[config.mk]
export PLATFORM = sky130hd
export DESIGN_NAME = mitchell_antilog_pipe
export DESIGN_NICKNAME = d
export VERILOG_FILES = /design/src/rtl/mitchell_antilog_pipe.sv
export SDC_FILE = /design/constraint.sdc
export NUM_CORES = 1
export LEC_CHECK = 0
export ABC_AREA = 1
export CAP_MARGIN = 20
export CELL_PAD_IN_SITES_DETAIL_PLACEMENT = 1
export CELL_PAD_IN_SITES_GLOBAL_PLACEMENT = 2
export CORE_MARGIN = 2
export CORE_UTILIZATION = 32
export CTS_BUF_LIST = sky130_fd_sc_hd__clkbuf_16
export DETAILED_ROUTE_END_ITERATION = 16
export PLACE_DENSITY_LB_ADDON = 0.1
export SYNTH_ARGS = -nofsm -noshare
export SYNTH_HDL_FRONTEND = slang
export SYNTH_SLANG_ARGS = --single-unit
export TNS_END_PERCENT = 1
[constraint.sdc]
create_clock -name clk -period 2.7 [get_ports clk]
set_input_delay 0.675 -clock clk [delete_from_list [all_inputs] [get_ports clk]]
set_output_delay 0.675 -clock clk [all_outputs]
set_load 0.02 [all_outputs]
[src/rtl/mitchell_antilog_pipe.sv]
// Mitchell antilog: turns a log-domain (characteristic, mantissa-sum) pair back into a
// linear product, floor((1.f) * 2^K), through a two-stage valid/ready pipeline.
module mitchell_antilog_pipe #(
    parameter int FRAC_W = 15,
    parameter int CHAR_W = 5,
    parameter int OUT_W  = 32
) (
    input  logic              clk,
    input  logic              rst_n,
    input  logic              in_valid,
    output logic              in_ready,
    input  logic              in_zero,
    input  logic [CHAR_W-1:0] in_char,
    input  logic [FRAC_W:0]   in_fsum,
    output logic              out_valid,
    input  logic              out_ready,
    output logic [OUT_W-1:0]  out_data,
    output logic              out_ovf
);

    localparam int K_W  = CHAR_W + 1;
    localparam int SH_W = FRAC_W + 1 + OUT_W;

    // stage 1: normalised exponent, fraction, zero flag
    logic              s1_valid_q, s1_valid_d;
    logic [K_W-1:0]    s1_k_q, s1_k_d;
    logic [FRAC_W-1:0] s1_f_q, s1_f_d;
    logic              s1_zero_q, s1_zero_d;

    // stage 2 is the output register itself
    logic              out_valid_q, out_valid_d;
    logic [OUT_W-1:0]  out_data_q, out_data_d;
    logic              out_ovf_q, out_ovf_d;

    logic              s2_free;
    logic              s1_adv;
    logic              in_acc;
    logic [SH_W-1:0]   shifted;
    logic [OUT_W-1:0]  lin_val;
    logic              sat;

    assign s2_free  = !out_valid_q || out_ready;
    assign s1_adv   = s1_valid_q && s2_free;
    assign in_ready = !s1_valid_q || s1_adv;
    assign in_acc   = in_valid && in_ready;

    // A mantissa sum >= 1.0 carries into the exponent; the fraction keeps its low bits.
    always_comb begin
        s1_valid_d = s1_valid_q;
        s1_k_d     = s1_k_q;
        s1_f_d     = s1_f_q;
        s1_zero_d  = s1_zero_q;
        if (in_ready) begin
            s1_valid_d = in_valid;
        end
        if (in_acc) begin
            s1_k_d    = K_W'(in_char) + K_W'(in_fsum[FRAC_W]);
            s1_f_d    = in_fsum[FRAC_W-1:0];
            s1_zero_d = in_zero;
        end
    end

    // Leading one lands at bit K; the window above bit FRAC_W is the integer part.
    always_comb begin
        shifted = {{OUT_W{1'b0}}, 1'b1, s1_f_q} << s1_k_q;
        lin_val = OUT_W'(shifted >> FRAC_W);
        sat     = 32'(s1_k_q) > 32'(OUT_W - 1);
    end

    always_comb begin
        out_valid_d = out_valid_q;
        out_data_d  = out_data_q;
        out_ovf_d   = out_ovf_q;
        if (s2_free) begin
            out_valid_d = s1_valid_q;
        end
        if (s1_adv) begin
            if (s1_zero_q) begin
                out_data_d = '0;
                out_ovf_d  = 1'b0;
            end else if (sat) begin
                out_data_d = '1;
                out_ovf_d  = 1'b1;
            end else begin
                out_data_d = lin_val;
                out_ovf_d  = 1'b0;
            end
        end
    end

    always_ff @(posedge clk or negedge rst_n) begin
        if (!rst_n) begin
            s1_valid_q  <= 1'b0;
            s1_k_q      <= '0;
            s1_f_q      <= '0;
            s1_zero_q   <= 1'b0;
            out_valid_q <= 1'b0;
            out_data_q  <= '0;
            out_ovf_q   <= 1'b0;
        end else begin
            s1_valid_q  <= s1_valid_d;
            s1_k_q      <= s1_k_d;
            s1_f_q      <= s1_f_d;
            s1_zero_q   <= s1_zero_d;
            out_valid_q <= out_valid_d;
            out_data_q  <= out_data_d;
            out_ovf_q   <= out_ovf_d;
        end
    end

    assign out_valid = out_valid_q;
    assign out_data  = out_data_q;
    assign out_ovf   = out_ovf_q;

endmodule

[Word-level counts from Yosys, hierarchy flattened]
Index checks and enable logic that the tools add are counted.
Cells by class
  add/sub/neg operators: 1
  order comparisons: 1
  shift operators: 1
  multiplexer cells: 4
  reductions and logical operators: 6
Operators by type and width (number)
  $mux 32: 2
  $shl 16x6->47: 1
  $add 5x1->6: 1
  $gt 6x5->1 const B: 1
  $logic_and 1x1->1: 2
  $logic_not 1->1: 2
  $logic_or 1x1->1: 2
  $mux 1: 2
Word-level totals
  flip-flop bits (word level): 57
  output and inout bits: 35
  logic and storage cells: 20

[Longest topological paths before layout]
  word-level depth: 5
  gate-level depth with buffers: 11

[Worst setup path before layout]
Ideal clock, no wire load.
  kind: input-to-output
  start point: input out_ready
  end point: output in_ready
  arrival: 946 ps
  path slack: 1079 ps
  cell stages on the path: 2
  cell sequence: inv_1 > nand3_1
Between the ends
  longest elaborated chain between the ends: 3
RTL lines
  start, declared: RTL line 16  | input logic out_ready,
  $logic_or 1x1->1: RTL line 42  | assign s2_free = !out_valid_q || out_ready;
  $logic_and 1x1->1: RTL line 43  | assign s1_adv = s1_valid_q && s2_free;
  $logic_or 1x1->1: RTL line 44  | assign in_ready = !s1_valid_q || s1_adv;
  end, declared: RTL line 11  | output logic in_ready,
No other way between the ends.

[Final worst setup path]
Ends and elaborated chain as after synthesis.

==> results_dict.tcl <==
set metrics [dict create \
    routedWlPerCell_um 16.0 \
    cts-htree-levels 3 \
    pre_cts_slack_ps 102 \
    powerDensity_mw_per_mm2 840 \
    finalCritPeriodShare_pct 96.1 \
    crit_path_max_incr_delay_ps 610 \
    regToRegEndpoint "out_data[16]" \
    synthDistinctLibCells 31 \
    io_buffers 60 \
    postSynthAreaPerCell_sq_um 7.49 \
    hpwlAfterDp_um 7890 \
    layoutNonFillerInstCount 655 \
    root_buffer "sky130_fd_sc_hd__clkbuf_16" \
    finish.utilization_pct 42.7 \
    io_pins 61 \
    synth.net_count 487 \
    final_antenna_net_count 0 \
    r2r.worst_path.cells 7 \
    worstSkewPairLatency_ps 340 \
    timing.setup.tns_ps 0 \
    core_region_area_sq_mm 0.0104 \
    drv_slew 0 \
    worst_ir_drop_vdd_mv 0.284 \
    max_slew_margin_pct 55.6 \
    number_of_instances_in_the_placed_design 639 \
    detail_route.drc_violations 0 \
    rrSetupSlack_ps 920 \
    timing.critical_path.fanout_max 3 \
    die_area_sq_mm 0.0116 \
    postSynthCellCount 459 \
    slowest_stage "sky130_fd_sc_hd__clkdlybuf4s50_1" \
    path_common_cell "sky130_fd_sc_hd__clkdlybuf4s50_1" \
    routed_wirelength_um 10500 \
    finalSetupViolCount 0 \
    cell_by_cell_trace_of_the_critical_path "clkdlybuf4s50_1 > inv_1 > nand3_1 > clkdlybuf4s50_1" \
    power.static_leakage_nw 2.19 \
    die_width_um 108 \
    dr.first_iter.drc_count 156 \
    cp.arrival_ps 1920 \
    drt_first_pass_iters 4 \
    final_nets 542 \
    max_freq_mhz 385 \
    antenna_cells_inserted 0 \
    grt_first_pass_wirelength_um 17600 \
    effective_utilization_at_floorplan_pct 33.2 \
    layout.filler_cells 1301 \
    floorplan.rows 37 \
    max_slew.worst_pin.slew_ps 665 \
    yosys_register_bits 57 \
    synthesis.area_sq_mm 0.00344 \
    place_congestion 0.852 \
    postCtsHoldBufs 0 \
    critical-path-top-delay-family "buffers and inverters" \
    fp.dieH_um 108 \
    min_period_ps 2590 \
    ys.warnings.count 0 \
    hold_class "input port to async pin" \
    cts_setup_buffers 0 \
    postCtsResizedCells 0 \
    grt_use_total_pct 19.7 \
    grt_start_max_net_pins 35 \
    clock_sink_count 57 \
    syn_to_final_growth_pct 28.7 \
    routed-via-count 3273 \
    final_layout_size_suffix_gt1_share_pct 13.1 \
    antenna_found_initial 0 \
    grt-ovfl-total 0 \
    timing_hold_violations_final 0 \
    grt_pass1_vias 3327 \
    via_per_inst 5.00 \
    worstReg2RegStart "s1_k_q[0]" \
    max-cap-violations 0 \
    timing.hold.ws_ps 372 \
    cts_tree "yes" \
    synth.top_cell.area_share_pct 41.5 \
    status "completed" \
    grt_setup_unrepaired "false" \
    clk_pin_slew_worst_paths_ps 50 \
    timing.critical_path.to_type "output pin" \
    cts_made_buffers 9 \
    clock-skew-final_ps 7.16 \
    cts-root-to-sink-buffers 2 \
    synthDominantAreaCellType "sky130_fd_sc_hd__dfrtp_1" \
    critPathKind "input port to output pin" \
    finalWorstSetupSlack_ps 105 \
    crit_buf_inv 3 \
    netlist_top_cells_area "sky130_fd_sc_hd__dfrtp_1 (41%), sky130_fd_sc_hd__nand2_1 (20%), sky130_fd_sc_hd__nand3_1 (13%)" \
    start_kind "input port" \
    seq_area_frac_synth_pct 41.5 \
    crit_required_ps 2030 \
]
[metrics by stage]
stage / power (mW) / area (sq um)
after detailed placement: 2.54 / 4120
after floorplan: 2.03 / 3440
final: 3.72 / 4430
after CTS: 3.76 / 4430
after global routing: 3.96 / 4430
after global placement: 2.52 / 4120
[cells by family after synthesis]
family          count (synthesis)  synth area share [%]
compound gates                 39                  6.91
buf+inv                        42                  7.06
flops                          57                  41.5
simple gates                  317                  43.3
xor+xnor                        2                 0.509
fa+ha+maj                       2                 0.727
[where the power goes]
group          total [mW]  switching, mW  internal (mW)
Sequential           1.15          0.135           1.02
Combinational        1.36          0.850          0.511
Clock                1.20          0.405          0.798
Total                3.72           1.39           2.33
[registers in the layout (all words and copies together) (netlist names)]
name / flops
out_ovf: 1
out_data: 32
out_valid: 1
s1_valid_q: 1
s1_zero_q: 1
s1_f_q: 15
s1_k_q: 6
[cells in the final DEF (no fill, tap or decap), types with 3 or more instances in the layout]
cell,instances
sky130_fd_sc_hd__o21ai_1,9
sky130_fd_sc_hd__clkbuf_16,9
sky130_fd_sc_hd__nand2_4,4
sky130_fd_sc_hd__a21oi_1,9
sky130_fd_sc_hd__nor2_1,7
sky130_fd_sc_hd__nand2_1,186
sky130_fd_sc_hd__inv_2,5
sky130_fd_sc_hd__nand2_2,7
sky130_fd_sc_hd__o211ai_1,3
sky130_fd_sc_hd__o21ai_2,4
sky130_fd_sc_hd__inv_1,11
sky130_fd_sc_hd__dfrtp_1,57
sky130_fd_sc_hd__nand3_1,86
sky130_fd_sc_hd__buf_4,8
sky130_fd_sc_hd__nand4_1,6
sky130_fd_sc_hd__nand3_2,18
sky130_fd_sc_hd__clkdlybuf4s50_1,59
sky130_fd_sc_hd__o21ai_0,9
[cells in the mapped netlist (all sizes together)]
library cell  count
o211ai            4
xnor2             1
inv              17
and2              1
a21oi             9
nand4             6
ha                2
clkbuf            5
o21bai            3
o21ai            22
xor2              1
dfrtp            57
nand3           104
buf              20
nand2           197
nor2              9
a31oi             1
[worst reg2reg max path: stages, from the launching register on]
cell	delay (ps)
sky130_fd_sc_hd__dfrtp_1	560
sky130_fd_sc_hd__buf_4	270
sky130_fd_sc_hd__nand2_1	110
sky130_fd_sc_hd__nand3_2	110
sky130_fd_sc_hd__nand3_1	130
sky130_fd_sc_hd__o21ai_2	80
sky130_fd_sc_hd__o21ai_1	290
sky130_fd_sc_hd__o21bai_1	100
[final cells by class]
| type | instances | area [sq um] | area share (%) |
|---|---|---|---|
| clock inverter | 7 | 86.3 | 1.95 |
| clock buffer | 9 | 225 | 5.09 |
| multi-input combinational | 360 | 1770 | 40.0 |
| timing repair buffer | 69 | 676 | 15.3 |
| inverter | 17 | 73.8 | 1.67 |
| sequential | 57 | 1430 | 32.2 |
| tap | 136 | 170 | 3.84 |
[worst max path at each step]
stage	from	to	slack [ps]	cells past startpoint
global route	out_ready	in_ready	40	4
finish	out_ready	in_ready	110	4
floorplan	out_ready	in_ready	1080	2
global placement	out_ready	in_ready	130	4
CTS	out_ready	in_ready	100	4
detailed placement	out_ready	in_ready	100	4
[metal layers]
| metal | track usage, % | vias up | routed length (um) |
|---|---|---|---|
| met5 | 0 | - | 0 |
| met4 | 6.59 | 0 | 172 |
| met3 | 3.69 | 12 | 406 |
| met2 | 31.6 | 70 | 4990 |
| met1 | 26.8 | 1564 | 4880 |
| li1 | - | 1627 | - |
(Power assumes the default switching activity.)
